$ cat config.mk
export PLATFORM = sky130hd
export DESIGN_NAME = multicycle_ctrl
export DESIGN_NICKNAME = d
export VERILOG_FILES = /design/src/rtl/ctrl_pkg.sv /design/src/rtl/opcode_classifier.sv /design/src/rtl/multicycle_ctrl.sv
export SDC_FILE = /design/constraint.sdc
export NUM_CORES = 1
export LEC_CHECK = 0
export ABC_CLOCK_PERIOD_IN_PS = 1400
export BUFFER_PORTS_ARGS = -buffer_cell sky130_fd_sc_hd__buf_2
export CELL_PAD_IN_SITES_DETAIL_PLACEMENT = 1
export CELL_PAD_IN_SITES_GLOBAL_PLACEMENT = 2
export CORE_UTILIZATION = 23
export DETAILED_ROUTE_END_ITERATION = 8
export GPL_ROUTABILITY_DRIVEN = 0
export GPL_TIMING_DRIVEN = 0
export PLACE_DENSITY_LB_ADDON = 0.1
export SLEW_MARGIN = 25
export SYNTH_ARGS = -nofsm -noshare
export SYNTH_HDL_FRONTEND = slang
export SYNTH_SLANG_ARGS = --single-unit
$ cat constraint.sdc
create_clock -name Clk -period 1.4 [get_ports Clk]
set_input_delay 0.21 -clock Clk [delete_from_list [all_inputs] [get_ports Clk]]
set_output_delay 0.21 -clock Clk [all_outputs]
set_load 0.02 [all_outputs]
$ cat src/rtl/ctrl_pkg.sv
// ============================================================================
// Module      : ctrl_pkg
// Description : Shared encodings for the RV32I multicycle main control unit:
//               FSM states, opcode constants, instruction classes and
//               datapath select codes.
// Revision    : 1.0 - initial release
// ============================================================================
`default_nettype none

package ctrl_pkg;

  // FSM state encodings, also exported on the State debug port
  typedef enum logic [2:0] {
    ST_IDLE   = 3'd0,
    ST_FETCH  = 3'd1,
    ST_DECODE = 3'd2,
    ST_EXEC   = 3'd3,
    ST_MEM    = 3'd4,
    ST_WB     = 3'd5,
    ST_TRAP   = 3'd6
  } state_e;

  // Supported RV32I major opcodes
  localparam logic [6:0] OPC_R      = 7'b0110011;
  localparam logic [6:0] OPC_I_ALU  = 7'b0010011;
  localparam logic [6:0] OPC_LOAD   = 7'b0000011;
  localparam logic [6:0] OPC_STORE  = 7'b0100011;
  localparam logic [6:0] OPC_BRANCH = 7'b1100011;
  localparam logic [6:0] OPC_JAL    = 7'b1101111;

  // Instruction class latched in DECODE
  typedef enum logic [2:0] {
    CLS_R       = 3'd0,
    CLS_I_ALU   = 3'd1,
    CLS_LOAD    = 3'd2,
    CLS_STORE   = 3'd3,
    CLS_BRANCH  = 3'd4,
    CLS_JAL     = 3'd5,
    CLS_ILLEGAL = 3'd6
  } class_e;

  // ALUOp codes
  localparam logic [1:0] ALUOP_ADD   = 2'b00;
  localparam logic [1:0] ALUOP_SUB   = 2'b01;
  localparam logic [1:0] ALUOP_FUNCT = 2'b10;

  // Write-back source select
  localparam logic [1:0] MTR_ALUOUT = 2'b00;
  localparam logic [1:0] MTR_MDR    = 2'b01;
  localparam logic [1:0] MTR_PC4    = 2'b10;

  // ALU operand B select
  localparam logic [1:0] SRCB_RS2  = 2'b00;
  localparam logic [1:0] SRCB_FOUR = 2'b01;
  localparam logic [1:0] SRCB_IMM  = 2'b10;

  // Classes that need a data-memory access after EXEC
  function automatic logic is_mem_class(input class_e cls);
    return (cls == CLS_LOAD) || (cls == CLS_STORE);
  endfunction

endpackage

`default_nettype wire

$ cat src/rtl/opcode_classifier.sv
// ============================================================================
// Module      : opcode_classifier
// Description : Combinational decode of the instruction-register opcode field
//               into an instruction class; anything unsupported is ILLEGAL.
// Revision    : 1.0 - initial release
// ============================================================================
`default_nettype none

module opcode_classifier
  import ctrl_pkg::*;
#(
  parameter int OP_WIDTH = 7
) (
  input  logic [OP_WIDTH-1:0] opcode_i,
  output logic [2:0]          class_o
);

  // Map each supported major opcode to its class, default to ILLEGAL
  always_comb begin
    class_o = CLS_ILLEGAL;
    if (opcode_i == OP_WIDTH'(OPC_R))           class_o = CLS_R;
    else if (opcode_i == OP_WIDTH'(OPC_I_ALU))  class_o = CLS_I_ALU;
    else if (opcode_i == OP_WIDTH'(OPC_LOAD))   class_o = CLS_LOAD;
    else if (opcode_i == OP_WIDTH'(OPC_STORE))  class_o = CLS_STORE;
    else if (opcode_i == OP_WIDTH'(OPC_BRANCH)) class_o = CLS_BRANCH;
    else if (opcode_i == OP_WIDTH'(OPC_JAL))    class_o = CLS_JAL;
  end

endmodule

`default_nettype wire

$ cat src/rtl/multicycle_ctrl.sv
// ============================================================================
// Module      : multicycle_ctrl
// Description : Multicycle main control FSM for the RV32I core. Steps each
//               instruction through FETCH/DECODE/EXEC/MEM/WB, drives datapath
//               selects and enables, handshakes with a variable-latency
//               unified memory and times out stalled accesses.
// Config      : ILLEGAL_TRAP_EN - when defined, unsupported opcodes park the
//               FSM in TRAP with IllegalInst high; otherwise they retire as
//               NOPs from DECODE.
// Revision    : 1.0 - initial release
// ============================================================================
`default_nettype none

module multicycle_ctrl
  import ctrl_pkg::*;
#(
  parameter int OP_WIDTH     = 7,
  parameter int ALUOP_WIDTH  = 2,
  parameter int MEM_WAIT_MAX = 16
) (
  input  logic                   Clk,
  input  logic                   Rst_n,
  input  logic [OP_WIDTH-1:0]    Opcode,
  input  logic                   MemReady,
  output logic                   PCWrite,
  output logic                   IRWrite,
  output logic                   Branch,
  output logic                   MemRead,
  output logic                   MemWrite,
  output logic                   IorD,
  output logic [1:0]             MemtoReg,
  output logic                   ALUSrcA,
  output logic [1:0]             ALUSrcB,
  output logic [ALUOP_WIDTH-1:0] ALUOp,
  output logic                   RegWrite,
  output logic                   InstRetire,
  output logic                   MemFault,
  output logic                   IllegalInst,
  output logic [2:0]             State
);

  localparam int             CNT_W    = (MEM_WAIT_MAX > 1) ? $clog2(MEM_WAIT_MAX) : 1;
  localparam logic [CNT_W-1:0] CNT_LAST = CNT_W'(MEM_WAIT_MAX - 1);

  state_e            state_q, state_d;
  class_e            class_q, class_d;
  logic [CNT_W-1:0]  cnt_q, cnt_d;

  logic [2:0]        w_cls_raw;
  class_e            w_cls;
  logic              w_waiting;
  logic              w_timeout;

  opcode_classifier #(
    .OP_WIDTH (OP_WIDTH)
  ) u_opcode_classifier (
    .opcode_i (Opcode),
    .class_o  (w_cls_raw)
  );

  assign w_cls = class_e'(w_cls_raw);

  // A stalled access times out when the last allowed wait cycle also misses MemReady
  assign w_waiting = (state_q == ST_FETCH) || (state_q == ST_MEM);
  assign w_timeout = w_waiting && !MemReady && (cnt_q == CNT_LAST);

  // Next-state, class latch and wait-counter logic
  always_comb begin
    state_d = state_q;
    class_d = class_q;
    case (state_q)
      ST_IDLE:   state_d = ST_FETCH;
      ST_FETCH: begin
        // A fetch timeout stays in FETCH so the same PC is retried
        if (MemReady) state_d = ST_DECODE;
        else          state_d = ST_FETCH;
      end
      ST_DECODE: begin
        class_d = w_cls;
        if (w_cls == CLS_ILLEGAL) begin
`ifdef ILLEGAL_TRAP_EN
          state_d = ST_TRAP;
`else
          state_d = ST_FETCH;
`endif
        end else begin
          state_d = ST_EXEC;
        end
      end
      ST_EXEC: begin
        if (is_mem_class(class_q))      state_d = ST_MEM;
        else if (class_q == CLS_BRANCH) state_d = ST_FETCH;
        else if (class_q == CLS_ILLEGAL) state_d = ST_FETCH;
        else                            state_d = ST_WB;
      end
      ST_MEM: begin
        if (MemReady) begin
          state_d = (class_q == CLS_LOAD) ? ST_WB : ST_FETCH;
        end else if (w_timeout) begin
          // Abandon the instruction: no write-back, no retire
          state_d = ST_FETCH;
        end
      end
      ST_WB:     state_d = ST_FETCH;
      ST_TRAP:   state_d = ST_TRAP;
      default:   state_d = ST_IDLE;
    endcase

    // Counter only advances while an access is still pending in place;
    // every entry into FETCH/MEM (including a timeout retry) restarts it
    if (w_waiting && !MemReady && !w_timeout) cnt_d = cnt_q + CNT_W'(1);
    else                                      cnt_d = '0;
  end

  // State, class and wait-counter registers
  always_ff @(posedge Clk or negedge Rst_n) begin
    if (!Rst_n) begin
      state_q <= ST_IDLE;
      class_q <= CLS_R;
      cnt_q   <= '0;
    end else begin
      state_q <= state_d;
      class_q <= class_d;
      cnt_q   <= cnt_d;
    end
  end

  // Moore control decode from state and class, with MemReady qualification
  always_comb begin
    PCWrite     = 1'b0;
    IRWrite     = 1'b0;
    Branch      = 1'b0;
    MemRead     = 1'b0;
    MemWrite    = 1'b0;
    IorD        = 1'b0;
    MemtoReg    = MTR_ALUOUT;
    ALUSrcA     = 1'b0;
    ALUSrcB     = SRCB_RS2;
    ALUOp       = ALUOP_WIDTH'(ALUOP_ADD);
    RegWrite    = 1'b0;
    InstRetire  = 1'b0;
    IllegalInst = 1'b0;
    case (state_q)
      ST_FETCH: begin
        MemRead = 1'b1;
        ALUSrcB = SRCB_FOUR;
        ALUOp   = ALUOP_WIDTH'(ALUOP_ADD);
        IRWrite = MemReady;
        PCWrite = MemReady;
      end
      ST_DECODE: begin
`ifndef ILLEGAL_TRAP_EN
        // The class register is not yet loaded here, so the NOP retire
        // comes straight from the classifier on the registered IR opcode
        InstRetire = (w_cls == CLS_ILLEGAL);
`endif
      end
      ST_EXEC: begin
        case (class_q)
          CLS_R: begin
            ALUSrcA = 1'b1;
            ALUSrcB = SRCB_RS2;
            ALUOp   = ALUOP_WIDTH'(ALUOP_FUNCT);
          end
          CLS_I_ALU: begin
            ALUSrcA = 1'b1;
            ALUSrcB = SRCB_IMM;
            ALUOp   = ALUOP_WIDTH'(ALUOP_FUNCT);
          end
          CLS_LOAD, CLS_STORE: begin
            ALUSrcA = 1'b1;
            ALUSrcB = SRCB_IMM;
            ALUOp   = ALUOP_WIDTH'(ALUOP_ADD);
          end
          CLS_BRANCH: begin
            ALUSrcA    = 1'b1;
            ALUSrcB    = SRCB_RS2;
            ALUOp      = ALUOP_WIDTH'(ALUOP_SUB);
            Branch     = 1'b1;
            InstRetire = 1'b1;
          end
          CLS_JAL: begin
            ALUSrcA = 1'b0;
            ALUSrcB = SRCB_IMM;
            ALUOp   = ALUOP_WIDTH'(ALUOP_ADD);
            PCWrite = 1'b1;
          end
          default: ;
        endcase
      end
      ST_MEM: begin
        IorD       = 1'b1;
        MemRead    = (class_q == CLS_LOAD);
        MemWrite   = (class_q == CLS_STORE);
        InstRetire = MemReady && (class_q == CLS_STORE);
      end
      ST_WB: begin
        RegWrite   = 1'b1;
        InstRetire = 1'b1;
        if (class_q == CLS_LOAD)     MemtoReg = MTR_MDR;
        else if (class_q == CLS_JAL) MemtoReg = MTR_PC4;
        else                         MemtoReg = MTR_ALUOUT;
      end
      ST_TRAP: begin
`ifdef ILLEGAL_TRAP_EN
        IllegalInst = 1'b1;
`endif
      end
      default: ;
    endcase
  end

  assign MemFault = w_timeout;
  assign State    = state_q;

endmodule

`default_nettype wire

== After elaboration in Yosys (flattened, before gate mapping) ==
Index checks and enable logic that the tools add are counted.

* Multiplexer cells: 35
* Eq/ne operators: 21
* Reductions and logical operators: 14
* Add/subtract/negate cells: 1

{| class="wikitable"
|+ Operators by type and width
! kind !! count
|-
| $mux W3 || 11
|-
| $eq A3 B3 Y1 const B || 7
|-
| $pmux W3 S6 || 1
|-
| $mux W2 || 8
|-
| $eq A7 B6 Y1 const B || 2
|-
| $eq A7 B7 Y1 const B || 2
|-
| $eq A3 B2 Y1 const B || 4
|-
| $mux W1 || 9
|-
| $pmux W2 S2 || 2
|-
| $eq A7 B2 Y1 const B || 1
|-
| $eq A7 B5 Y1 const B || 1
|-
| $eq A3 B1 Y1 const B || 2
|-
| $logic_not A3 Y1 || 2
|-
| $reduce_or A5 Y1 || 1
|-
| $add A4 B1 Y4 const B || 1
|-
| $eq A4 B4 Y1 const B || 1
|-
| $logic_and A1 B1 Y1 || 4
|-
| $mux W4 || 1
|-
| $pmux W1 S2 || 2
|-
| $pmux W1 S4 || 1
|-
| $reduce_or A2 Y1 || 2
|-
| $reduce_or A4 Y1 || 1
|-
| $ne A3 B3 Y1 const B || 1
|-
| $logic_not A1 Y1 || 2
|-
| $logic_or A1 B1 Y1 || 2
|}

* Flip-flop bits (word level): 10
* Bits of input ports: 10
* Output and inout port bits: 20
* Word-level logic and storage cells: 74

== Depth between registers and ports, before layout ==
* Word-level depth: 10
* Mapped depth: 6

== Modules after synthesis ==
Synthesis repeated with hierarchy kept, for this count alone.

* Cell total of the unflattened synthesis: 88
* Area total of the unflattened synthesis: 762.0 um^2

{| class="wikitable"
|+ Modules (own cells, without submodules)
! module !! instances !! seq. area each (um^2) !! area each (um^2) !! cells an instance
|-
| multicycle_ctrl || 1 || 250.2 || 680.7 || 77
|-
| opcode_classifier || 1 || 0.0 || 81.3 || 11
|}

== Least setup slack after synthesis ==
No wires, ideal clock.

* Kind: register -> output
* Start: reg state_q[0] (netlist: State[0])
* End: out InstRetire
* Stages on the path, launching flop included: 6
* Setup slack: -622 ps
* Buffers on the path: 1
* Arrival: 1812 ps
* Data required time: 1190 ps
* Cell sequence: dfrtp_1 -> buf_6 -> nand2b_1 -> nor2_1 -> and3_1 -> a221o_1

* Longest elaborated chain between the ends: 2
* Elaborated cells between the ends (all ways): 5
* Classes of those cells: eq/ne (4); mux (1)

{| class="wikitable"
|+ RTL lines
! what !! line !! source
|-
| start: declaration || multicycle_ctrl.sv:45 || <nowiki>state_e state_q, state_d;</nowiki>
|-
| start signal: assignment || multicycle_ctrl.sv:122 || <nowiki>state_q <= state_d;</nowiki>
|-
| $eq A3 B3 Y1 or $eq A3 B2 Y1 (tied branches) || multicycle_ctrl.sv:143 || <nowiki>case (state_q)</nowiki>
|-
| $pmux W1 S4 * || multicycle_ctrl.sv:143 ||
|-
| end: declaration || multicycle_ctrl.sv:36 || <nowiki>output logic InstRetire,</nowiki>
|}

Every way passes the cells marked *; elsewhere a longest branch is shown, timed or not.

== Worst setup path after layout ==
* Start: reg state_q[0] (netlist: State[0])
* End: out MemFault

* Longest elaborated chain between the ends: 4
* Elaborated cells between the ends (all ways): 5
* Classes of those cells: eq/ne (2); reduce/logical (3)

{| class="wikitable"
|+ RTL lines
! what !! line !! source
|-
| $eq A3 B1 Y1 or $eq A3 B3 Y1 (tied branches) || multicycle_ctrl.sv:64 || <nowiki>assign w_waiting = (state_q == ST_FETCH) || (state_q == ST_MEM);</nowiki>
|-
| $logic_or A1 B1 Y1 * || multicycle_ctrl.sv:64 ||
|-
| $logic_and A1 B1 Y1 * (2 in series) || multicycle_ctrl.sv:65 || <nowiki>assign w_timeout = w_waiting && !MemReady && (cnt_q == CNT_LAST);</nowiki>
|-
| end: declaration || multicycle_ctrl.sv:37 || <nowiki>output logic MemFault,</nowiki>
|}

Marks and branches as above.

==> results.ini <==
[worst_setup_path]
crit_top_cell = buf_6
crit_required_ps = 1190
cp_slowest_cell = dfrtp_2
path_class = flip-flop to output port
crit_arrival_ps = 1510
crit_fanout = 7
cp-end-kind = output port
max_stage_delay_ps = 400
start_kind = flip-flop
critPathTopFamily = flip-flops
cp.buffers_inverters = 2
path_cells = buf_6 > nand2b_4 > a211o_1 > nor2b_4 > buf_6

[logic_synthesis]
ys_warn_count = 0
synth.net_count = 106
ys_top_cells_by_area = dfrtp_1, nor2_1, nand2b_1
ys_seq_elements = 10
syn_avg_cell_area_um2 = 8.23
synth_cell_types = 40
async_flop_share = 1.00
syn_area_um2 = 782
synth_edf_count = 0
syn_inst = 95
seq_area_frac_synth = 0.320
synth_top_cell_area_share = 0.320
synthFlopType = dfrtp_1
yosysTopAreaCell = dfrtp_1

[die]
ios = 30
die_h_um = 60.3
dieArea_um2 = 3640
die_x_um = 60.3
start_util = 0.250
core_area_um2 = 3130
num_rows = 20

[cts]
path_clk_slew_ps = 60
cts_root_buf = clkbuf_4
cts_tree = yes
clock_latency_ps = 260
htreeDepth = 1
cts_sinks = 10
cts_buffers = 3
clk_path_buf_depth = 2

[routing]
first_pass_iters = 3
wl_met1_um = 997
wirelength_mm = 2.36
final_antenna_net_count = 0
top_layer = met4
via_per_inst = 4.58
wl_per_cell_um = 12.4
wl_met3_um = 65
drtIter0Drc = 12
wl_met2_mm = 1.26
drc = 0
dr_total_vias = 874

[layout]
diodes = 0
syn2layout_area_growth_pct = 80.5
seq_area_um2 = 256
fin_nets = 159
fillers = 374
postLayoutCoreUtil = 0.451
drive_above_1_share = 0.619
final_cell_count_no_fill = 191
multi_input_area_um2 = 596

[sta]
rsz0062_at_grt = yes
relSlewSlack = 0.648
finalCritPeriodShare = 1.23
worst_pin_slew_ps = 523
finalSetupViolations = 21
slew_viol_final = 0
min_period_ps = 1720
setup_tns_ps = -4170
hold_viol_final = 0
fmax_mhz = 581
skew_ps = 5.89
setup_slack_ps = -322
hold-worst-slack_ps = 327

[placed_design]
dpl_worst_slack_ps = -329
numPlacedInstances = 166
port_buffers = 27
hpwl_mm = 1.70

[pwr]
power_density_nw_per_um2 = 1780
ir_worst_vdd_v = 0.000601
leakage_nw = 0.653

[run]
drv_cap = 0

[grt]
gr-total-overflow = 0
grt_pass1_wl_mm = 3.93
grtUsageTotal = 0.145
grt_pass1_vias = 902
grt_max_degree = 11
antenna_found_initial = 0

[worst_hold_path]
hold_path.class = primary input to asynchronous set/reset pin

[outcome]
failed_checks = setup timing
status = finished, violations left

==> cells by family after synthesis <==
group           after synthesis  share of synthesized area
fa+ha+maj                     1                     0.0160
flops                        10                      0.320
buf+inv                      12                     0.0880
simple gates                 46                      0.333
other cells                   1                    0.00480
xor+xnor                      3                     0.0336
mux                           1                     0.0144
compound gates               21                      0.190
==> cells in the final DEF (no fill, tap or decap), drive strengths merged <==
master	instances
buf	52
nor2	14
dfrtp	10
nand2b	7
clkbuf	6
a21oi	6
inv	5
and3	4
nor3	4
nor2b	3
nand2	3
nand3	3
xnor2	2
and2	2
o21ai	2
a32oi	2
o22ai	2
nor3b	1
nand3b	1
a211o	1
or2	1
a21o	1
a2111oi	1
a41oi	1
o31ai	1
a221o	1
xor2	1
nor4	1
mux2	1
or3	1
a22oi	1
o21a	1
a31oi	1
and4b	1
ha	1
conb	1
dlygate4sd3	1
==> cell usage after synthesis, types with 2 or more instances <==
| cell | n |
|---|---|
| buf_4 | 2 |
| xnor2_1 | 2 |
| a32oi_1 | 2 |
| clkbuf_1 | 2 |
| dfrtp_1 | 10 |
| nand2_1 | 3 |
| and2_1 | 2 |
| nor2_1 | 11 |
| and3_1 | 4 |
| o21ai_0 | 2 |
| nor2b_1 | 3 |
| nand3_1 | 3 |
| nand2b_1 | 6 |
| o22ai_1 | 2 |
| buf_6 | 2 |
| nor3_1 | 4 |
| inv_1 | 5 |
| nor2_2 | 3 |
| a21oi_1 | 6 |
==> per-layer routing <==
layer | GRT usage | vias up
met5 | 0 | -
met4 | 0.0664 | 0
met3 | 0.0173 | 4
met2 | 0.268 | 17
met1 | 0.163 | 417
li1 | - | 436
==> what timing repair did <==
action | CTS | global route
gates resized for setup | 45 | 8
setup buffers | 16 | 5
endpoints found under the setup margin | 21 | 22
hold endpoints to repair | 10 | 0
pin swaps | 6 | 2
hold buffers | 1 | 0
==> per-stage QoR <==
stage / area, um^2 / total power [mW]
after detailed placement: 1050 / 1.67
after global routing: 1410 / 2.71
after global placement: 1050 / 1.65
after floorplan: 857 / 1.35
after CTS: 1340 / 2.44
final: 1410 / 2.52
==> sequential cells by signal, summed over array words and instances, names as in the netlist <==
name and flops:
State 3, class_q 3, cnt_q 4
==> power by group <==
part	internal, mW	total, mW	switching [mW]
registers	0.392	0.497	0.104
logic	0.953	1.82	0.868
clock network	0.110	0.199	0.0896
==> path summary, 6_finish.rpt <==
path                                 from         end  slack (ps)  cells after the start
max in group asynchronous           Rst_n  class_q[2]         860                      2
worst min-delay path                Rst_n    cnt_q[2]         330                      2
worst max-delay path             State[0]    MemFault        -320                      5
worst max register to register   State[0]    cnt_q[3]        -260                      7
worst min register to register   cnt_q[0]    cnt_q[0]         550                      2
min in group Clk                Opcode[4]  class_q[0]         340                      3
==> final cells by class <==
type	instances	area share
sequential	10	0.182
buffer	6	0.0346
multi-input combinational	73	0.422
tap	44	0.0390
inverter	5	0.0133
clock buffer	4	0.0186
timing repair buffer	49	0.291
==> worst reg2reg max path, delay by kind of cell (launching register included) <==
family	cells	cell delay [ps]
AO/OA/AOI/OAI	1	320
buffers and inverters	3	400
flip-flops	1	400
AND/OR/NAND/NOR	3	480
Power figures use the tool's default switching activity.
